**src/rtl/mp64_extmem_ctrl.sv**
```systemverilog
//==============================================================================
// Module      : mp64_extmem_ctrl
// Description : Bus-to-PHY external memory controller with read-data FIFO
//               and stalled-PHY timeout detection.
// Revision    : 1.0 - initial release
//==============================================================================
`default_nettype none

module mp64_extmem_ctrl #(
    parameter int FIFO_DEPTH  = 16,
    parameter int TIMEOUT_CYC = 1024
) (
    input  logic        sys_clk,
    input  logic        sys_rst,
    input  logic        req_valid,
    output logic        req_ready,
    input  logic [31:0] req_addr,
    input  logic        req_wen,
    input  logic [63:0] req_wdata,
    input  logic [3:0]  req_beats,
    output logic        rsp_valid,
    output logic [63:0] rsp_data,
    output logic        rsp_last,
    input  logic        rsp_ready,
    output logic        wr_done,
    output logic        err_timeout,
    input  logic        err_clr,
    output logic        phy_req,
    output logic [31:0] phy_addr,
    output logic        phy_wen,
    output logic [63:0] phy_wdata,
    output logic [3:0]  phy_burst_len,
    input  logic [63:0] phy_rdata,
    input  logic        phy_rvalid,
    input  logic        phy_ready
);

    localparam int AW = $clog2(FIFO_DEPTH);
    localparam int CW = AW + 1;
    localparam int TW = $clog2(TIMEOUT_CYC + 1);

    typedef enum logic [2:0] {
        S_IDLE    = 3'd0,
        S_ISSUE   = 3'd1,
        S_SETTLE  = 3'd2,
        S_RD_WAIT = 3'd3,
        S_WR_WAIT = 3'd4
    } state_t;

    state_t        r_state;
    state_t        w_state_nxt;

    logic [63:0]   r_mem_data [FIFO_DEPTH];
    logic          r_mem_last [FIFO_DEPTH];
    logic [AW-1:0] r_wr_ptr;
    logic [AW-1:0] r_rd_ptr;
    logic [CW-1:0] r_count;
    logic [3:0]    r_beat_cnt;
    logic [TW-1:0] r_to_cnt;
    logic          r_err;
    logic [31:0]   r_phy_addr;
    logic          r_phy_wen;
    logic [63:0]   r_phy_wdata;
    logic [3:0]    r_phy_burst_len;

    logic [CW-1:0] w_free;
    logic [CW-1:0] w_need;
    logic          w_accept;
    logic          w_push;
    logic          w_push_last;
    logic          w_pop;
    logic          w_wr_ok;
    logic          w_waiting;
    logic          w_progress;
    logic          w_timeout;
    logic          w_unused_addr_lsb;

    assign w_unused_addr_lsb = ^req_addr[2:0];

    assign w_free    = CW'(FIFO_DEPTH) - r_count;
    assign w_need    = CW'(req_beats) + CW'(1);
    // Held low during reset so nothing is accepted while state is being cleared.
    assign req_ready = !sys_rst && (r_state == S_IDLE) && phy_ready &&
                       (req_wen || (w_free >= w_need));
    assign w_accept  = req_valid && req_ready;

    assign w_push      = (r_state == S_RD_WAIT) && phy_rvalid;
    assign w_push_last = w_push && (r_beat_cnt == r_phy_burst_len);
    assign w_wr_ok     = (r_state == S_WR_WAIT) && phy_ready;
    assign w_waiting   = (r_state == S_RD_WAIT) || (r_state == S_WR_WAIT);
    assign w_progress  = w_push || w_wr_ok;
    assign w_timeout   = w_waiting && !w_progress && (r_to_cnt == TW'(TIMEOUT_CYC - 1));

    assign rsp_valid = (r_count != '0);
    assign w_pop     = rsp_valid && rsp_ready;
    assign rsp_data  = rsp_valid ? r_mem_data[r_rd_ptr] : '0;
    assign rsp_last  = rsp_valid ? r_mem_last[r_rd_ptr] : 1'b0;

    assign err_timeout   = r_err;
    assign phy_addr      = r_phy_addr;
    assign phy_wen       = r_phy_wen;
    assign phy_wdata     = r_phy_wdata;
    assign phy_burst_len = r_phy_burst_len;

    always_comb begin
        w_state_nxt = r_state;
        phy_req     = 1'b0;
        wr_done     = 1'b0;
        case (r_state)
            S_IDLE:    if (w_accept) w_state_nxt = S_ISSUE;
            S_ISSUE: begin
                phy_req     = 1'b1;
                w_state_nxt = S_SETTLE;
            end
            // phy_ready still reflects the previous transaction here.
            S_SETTLE:  w_state_nxt = r_phy_wen ? S_WR_WAIT : S_RD_WAIT;
            S_RD_WAIT: if (w_push_last || w_timeout) w_state_nxt = S_IDLE;
            S_WR_WAIT: begin
                wr_done = w_wr_ok;
                if (w_wr_ok || w_timeout) w_state_nxt = S_IDLE;
            end
            default:   w_state_nxt = S_IDLE;
        endcase
    end

    always_ff @(posedge sys_clk) begin
        if (sys_rst) begin
            r_state         <= S_IDLE;
            r_wr_ptr        <= '0;
            r_rd_ptr        <= '0;
            r_count         <= '0;
            r_beat_cnt      <= '0;
            r_to_cnt        <= '0;
            r_err           <= 1'b0;
            r_phy_addr      <= '0;
            r_phy_wen       <= 1'b0;
            r_phy_wdata     <= '0;
            r_phy_burst_len <= '0;
        end else begin
            r_state <= w_state_nxt;

            if (w_accept) begin
                r_phy_addr      <= {req_addr[31:3], 3'b000};
                r_phy_wen       <= req_wen;
                r_phy_wdata     <= req_wdata;
                r_phy_burst_len <= req_wen ? 4'd0 : req_beats;
                r_beat_cnt      <= '0;
            end else if (w_push) begin
                r_beat_cnt <= r_beat_cnt + 4'd1;
            end

            if (!w_waiting || w_progress) r_to_cnt <= '0;
            else                          r_to_cnt <= r_to_cnt + 1'b1;

            if (w_timeout)    r_err <= 1'b1;
            else if (err_clr) r_err <= 1'b0;

            if (w_push) r_wr_ptr <= r_wr_ptr + 1'b1;
            if (w_pop)  r_rd_ptr <= r_rd_ptr + 1'b1;

            case ({w_push, w_pop})
                2'b10:   r_count <= r_count + 1'b1;
                2'b01:   r_count <= r_count - 1'b1;
                default: r_count <= r_count;
            endcase
        end
    end

    always_ff @(posedge sys_clk) begin
        if (w_push) begin
            r_mem_data[r_wr_ptr] <= phy_rdata;
            r_mem_last[r_wr_ptr] <= w_push_last;
        end
    end

endmodule

`default_nettype wire

```
**config.mk**
```make
export PLATFORM = sky130hd
export DESIGN_NAME = mp64_extmem_ctrl
export DESIGN_NICKNAME = d
export VERILOG_FILES = /design/src/rtl/mp64_extmem_ctrl.sv
export SDC_FILE = /design/constraint.sdc
export NUM_CORES = 1
export LEC_CHECK = 0
export BUFFER_PORTS_ARGS = -buffer_cell sky130_fd_sc_hd__buf_4
export CORE_ASPECT_RATIO = 0.8
export CORE_UTILIZATION = 52
export CTS_CLUSTER_DIAMETER = 50
export DETAILED_ROUTE_END_ITERATION = 10
export PLACE_DENSITY_LB_ADDON = 0.3
export SETUP_SLACK_MARGIN = 0.15
export SYNTH_ARGS = -nofsm -noshare
export SYNTH_HDL_FRONTEND = slang
export SYNTH_SLANG_ARGS = --single-unit
```
**constraint.sdc**
```tcl
create_clock -name sys_clk -period 21 [get_ports sys_clk]
set_input_delay 3.15 -clock sys_clk [delete_from_list [all_inputs] [get_ports sys_clk]]
set_output_delay 3.15 -clock sys_clk [all_outputs]
set_load 0.05 [all_outputs]
```
; After elaboration in Yosys (flattened, before gate mapping)
; Memories as Yosys holds them, arrays and structs flattened. A register that Yosys moved wholly into a read port is not among the register bits.
; Cells that the tools add are included.
[op_classes]
n_addsub = 8
order_cmp = 1
n_eq_ne = 11
mux = 19
reduce_logical = 26
[op_table]
columns = cell, n
row1 = $mux 64, 1
row2 = $mux 4, 5
row3 = $pmux 3 s5, 1
row4 = $add 4x1->4 const B, 3
row5 = $mux 3, 4
row6 = $add 11x1->11 const B, 1
row7 = $eq 11x10->1 const B, 1
row8 = $logic_and 1x1->1, 10
row9 = $pmux 5 s2, 1
row10 = $mux 1, 7
row11 = $eq 3x2->1 const B, 2
row12 = $logic_or 1x1->1, 6
row13 = $add 4x1->5 const B, 1
row14 = $add 5x1->5 const B, 1
row15 = $ge 5x5->1, 1
row16 = $reduce_bool 5->1, 1
row17 = $sub 5x1->5 const B, 1
row18 = $sub 5x5->5 const A, 1
row19 = $eq 4x4->1, 1
row20 = $ne 2x1->1 const B, 2
row21 = $reduce_bool 2->1, 2
row22 = $reduce_or 2->1, 2
row23 = $eq 3x1->1 const B, 1
row24 = $eq 3x3->1 const B, 1
row25 = 6 further kinds, 8
[word_totals]
register_bits = 130
mem_bits_rw = 1040
memories = 2
[memory_table]
columns = name, words, width, rd, rd_clocked_by_memory_dff, wr, line_no
row1 = r_mem_data, 16, 64, 1, 1, 1, 53  ; logic [63:0] r_mem_data [FIFO_DEPTH];
row2 = r_mem_last, 16, 1, 1, 1, 1, 54  ; logic r_mem_last [FIFO_DEPTH];

; Depth between registers and ports, before layout
[logic_depth]
word_depth = 9
mapped_depth = 14
ltp_nobuf = 12

; Worst setup path after synthesis
; No wires, ideal clock.
[synth_path]
path_kind = input port to flip-flop
from = in phy_rvalid
to = mem r_mem_data[0][0], enable pin
setup_time_ns = 0.568
arrival_time_ns = 8.294
setup_slack_ns = 12.138
cell_stages = 5
cell_sequence = inv_1 nor2_1 buf_1 nand2_1 nor3_1
[synth_between]
elab_chain_len = 3
[synth_lines]
columns = item, line_no
row1 = "start, declared", 34  ; input logic phy_rvalid,
row2 = $logic_and 1x1->1, 87  ; assign w_push = (r_state == S_RD_WAIT) && phy_rvalid;
row3 = $mux 1, 170  ; if (w_push) begin
row4 = $mux 1 (not written as such), 171  ; r_mem_data[r_wr_ptr] <= phy_rdata;
row5 = "end, declared", 53
; No other way between the ends.

; Worst setup path in the final report
[layout_path]
from = in req_beats[0]
to = out req_ready
[layout_between]
elab_chain_len = 4
[layout_lines]
columns = item, line_no
row1 = "start, declared", 20  ; input logic [3:0] req_beats,
row2 = $add 4x1->5, 81  ; assign w_need = CW'(req_beats) + CW'(1);
row3 = $ge 5x5->1, 84  ; (req_wen || (w_free >= w_need));
row4 = $logic_or 1x1->1, 84
row5 = $logic_and 1x1->1, 83  ; assign req_ready = !sys_rst && (r_state == S_IDLE) && phy_ready &&
row6 = "end, declared", 16  ; output logic req_ready,
; No other way between the ends.

==> flow_summary_export.csv <==
group,metric,value,unit
run_status,status,"finished, final reports clean",
drt,vias_per_cell,6.088,
clocking,cts_tree,"yes",
critical_path,r2r_start,"r_count[0]",
critical_path,arrival,5.56,ns
finish,post-route-util,61.96,%
grt,grt_usage,23.56,%
clocking,cts_buffer_depth,3,
floorplan,core,0.08475,mm²
floorplan,die_x,330.4,µm
drt,dr.pass1.iters,5,
clocking,path_clk_slew,0.06,ns
floorplan,rows,95,
clocking,root_buffer,"clkbuf_16",
flow_run,maxCapViolations,0,
clocking,h-tree-depth,3,
drt,drc,0,
timing,rsz0062_at_grt,"false",
pwr,leakage,16.67,nW
critical_path,critPathSlowestCell,"buf_4",
clocking,cts-hold-fix-buffers,0,
synth,yosysSeqAreaShare,75.60,%
critical_path,endpoint_kind,"output pin",
floorplan,die_area,0.08745,mm²
timing,period_share,41.49,%
floorplan,io_pins,343,
drt,ant_nets,0,
clocking,post_cts_resized,0,
critical_path,crit_path_start,"req_beats[0]",
timing,fmax,0.1148,GHz
finish,final_common_cell,"edfxtp_1",
placement,io_buffers,336,
finish,fin_cells,3832,
placement,dp_hpwl,53.22,mm
pwr,p_per_area,93.13,mW/mm²
clocking,clkSinkCount,1174,
timing,slew_headroom,14.23,%
placement,place_inst,3615,
pwr,ir_drop,0.07461,mV
pwr,power,4.890,mW
clocking,post_cts_buffers,0,
critical_path,required,17.85,ns
timing,setup_tns,0,ns
critical_path,path_cells,"buf_4 > ha_1 > xnor2_1 > ha_1 > nand2_1 > o21ai_0 > a21oi_4 > clkinv_2 > buf_4 > buf_4",
grt,grt_pass1_vias,23950,
clocking,cts_made_buffers,113,
placement,gp_congestion,0.9182,
grt,grt_max_degree,141,
finish,drive_gt1_share,31.17,%
worst_hold_path,min_path_type,"reg -> reg",
critical_path,worstPathMaxFanout,99,
synth,avgSynthCellArea,19.78,µm²
timing,hold_viol,0,
synth,ys_ff_latch,1174,
timing,slew_violations,0,
critical_path,start_kind,"input pin",
drt,drt_iter0_drc,2097,
timing,fin_ws,12.29,ns
critical_path,cpMostUsedCell,"buf_4",
synth,ys.flop_type,"edfxtp_1",
synth,yosysWarningCount,0,
timing,min_period,8.712,ns
drt,wirelength,102.4,mm
critical_path,critPathKind,"in -> out",
drt,wl_per_cell,26.73,µm
drt,vias,23330,
finish,layout_common_cells,"1040 x edfxtp_1, 379 x buf_4, 260 x mux4_2, 136 x mux2i_1, 131 x dfxtp_1",
synth,netlist-cell-type-count,42,
worst_hold_path,min_from,"r_to_cnt[0]",
placement,preCtsSetupSlack,12.29,ns
synth,syn_area,0.04486,mm²
finish,nets,2807,
timing,clock_skew,0.02545,ns
grt,grt_pass1_wl,151.9,mm
grt,antenna_found_initial,8,
floorplan,start_util,52.93,%
synth,netlist_instances,2268,
synth,synthArstFlopShare,0,%
timing,worst_pin_slew,1.287,ns
clocking,clkLatencyLatePin,0.70,ns
synth,synth_edf_count,1040,
finish,areaGrowthSynthToFinish,17.06,%
timing,setup_viol,0,
grt,grt-ovfl-total,0,
floorplan,die_h,264.7,µm
critical_path,cpPeakStageDelay,0.76,ns
Yosys cell counts, types with 2 or more instances:
library cell | count | area, µm²
o21ai_1 | 5 | 25.02
o31ai_1 | 2 | 15.01
mux4_2 | 260 | 5856
nand4_1 | 6 | 37.54
or4b_1 | 2 | 20.02
mux2i_1 | 136 | 1361
or2_2 | 2 | 12.51
inv_1 | 16 | 60.06
a31o_2 | 2 | 17.52
edfxtp_1 | 1040 | 31230
nor3_1 | 13 | 65.06
buf_4 | 4 | 30.03
nand3_1 | 102 | 510.5
nor2_1 | 40 | 150.1
nand2_1 | 16 | 60.06
ha_1 | 19 | 237.7
o21ai_0 | 95 | 475.5
nand2b_1 | 7 | 43.79
or3_1 | 2 | 12.51
xor2_1 | 17 | 148.9
o22ai_1 | 65 | 406.6
a21o_1 | 2 | 15.01
xnor2_1 | 12 | 105.1
dfxtp_1 | 134 | 2683
buf_1 | 17 | 63.81
buf_2 | 34 | 170.2
a21oi_1 | 105 | 525.5
nor4_1 | 2 | 12.51
a211oi_1 | 2 | 15.01
buf_6 | 3 | 33.78
clkbuf_1 | 93 | 349.1
nor2b_1 | 3 | 18.77
final cells by class:
type                    count  area, µm²
flip-flops and latches   1174      33920
fillers                  5821      32240
multi-input cells         928      10370
clock buffers             132       2942
repair buffers            381       2885
well taps                1115       1395
clock inverters            82      923.4
inverters                  17      65.06
diodes                      3      7.507
kinds of logic (layout without fill, tap and decap cells):
kind of cell | after synthesis | after routing | synth area share, %
simple gates | 201 | 201 | 2.218
flops | 1174 | 1174 | 75.60
fa+ha+maj | 20 | 20 | 0.5746
mux | 396 | 396 | 16.09
xor+xnor | 29 | 29 | 0.5662
buf+inv | 168 | 612 | 1.587
compound gates | 279 | 279 | 3.353
other cells | 1 | 6 | 0.008360
routing by layer:
metal	up-vias	track usage (%)	wire length, µm
met5	-	0	102
li1	9976	-	-
met3	191	4.961	6460
met4	12	6.987	2737
met2	744	38.35	51270
met1	12410	32.24	41880
path summary, 6_finish.rpt:
kind / end / slack [ns] / cells past startpoint
worst max-delay path: req_ready / 12.29 / 10
worst min-delay path: r_to_cnt[0] / 0.46 / 1
worst max register to register: phy_wdata[1] / 17.34 / 13
worst min register to register: r_to_cnt[0] / 0.46 / 1
registers in the layout, indices dropped and copies added (netlist names), 3 cells and up, named ones only:
register,flops
r_wr_ptr,4
r_mem_last,16
r_count,5
r_rd_ptr,4
r_state,3
r_mem_data,1024
r_to_cnt,11
phy_wdata,64
phy_burst_len,4
r_beat_cnt,4
phy_addr,29
power breakdown:
part | leakage, nW | switching (mW) | internal (mW)
clock | 1.88 | 0.881 | 1.22
sequential | 10.4 | 0.00742 | 2.55
combinational | 4.34 | 0.155 | 0.0787
total | 16.7 | 1.04 | 3.85
per-stage QoR:
stage	hold slack [ns]	area (µm²)
floorplan	0.4297	44860
global route	0.4842	52510
finish	0.4610	52510
detailed placement	0.4514	48640
global placement	0.4425	48640
CTS	0.4674	52500
worst max-delay path: cells and delay by family:
kind                       cells  cell delay [ns]
AOI/OAI and AO/OA              2             0.42
xor gates and xnor gates       1             0.13
adders and majority gates      2             0.51
buffers and inverters          4             1.27
and+or+nand+nor                1             0.05
Power figures use the tool's default switching activity.
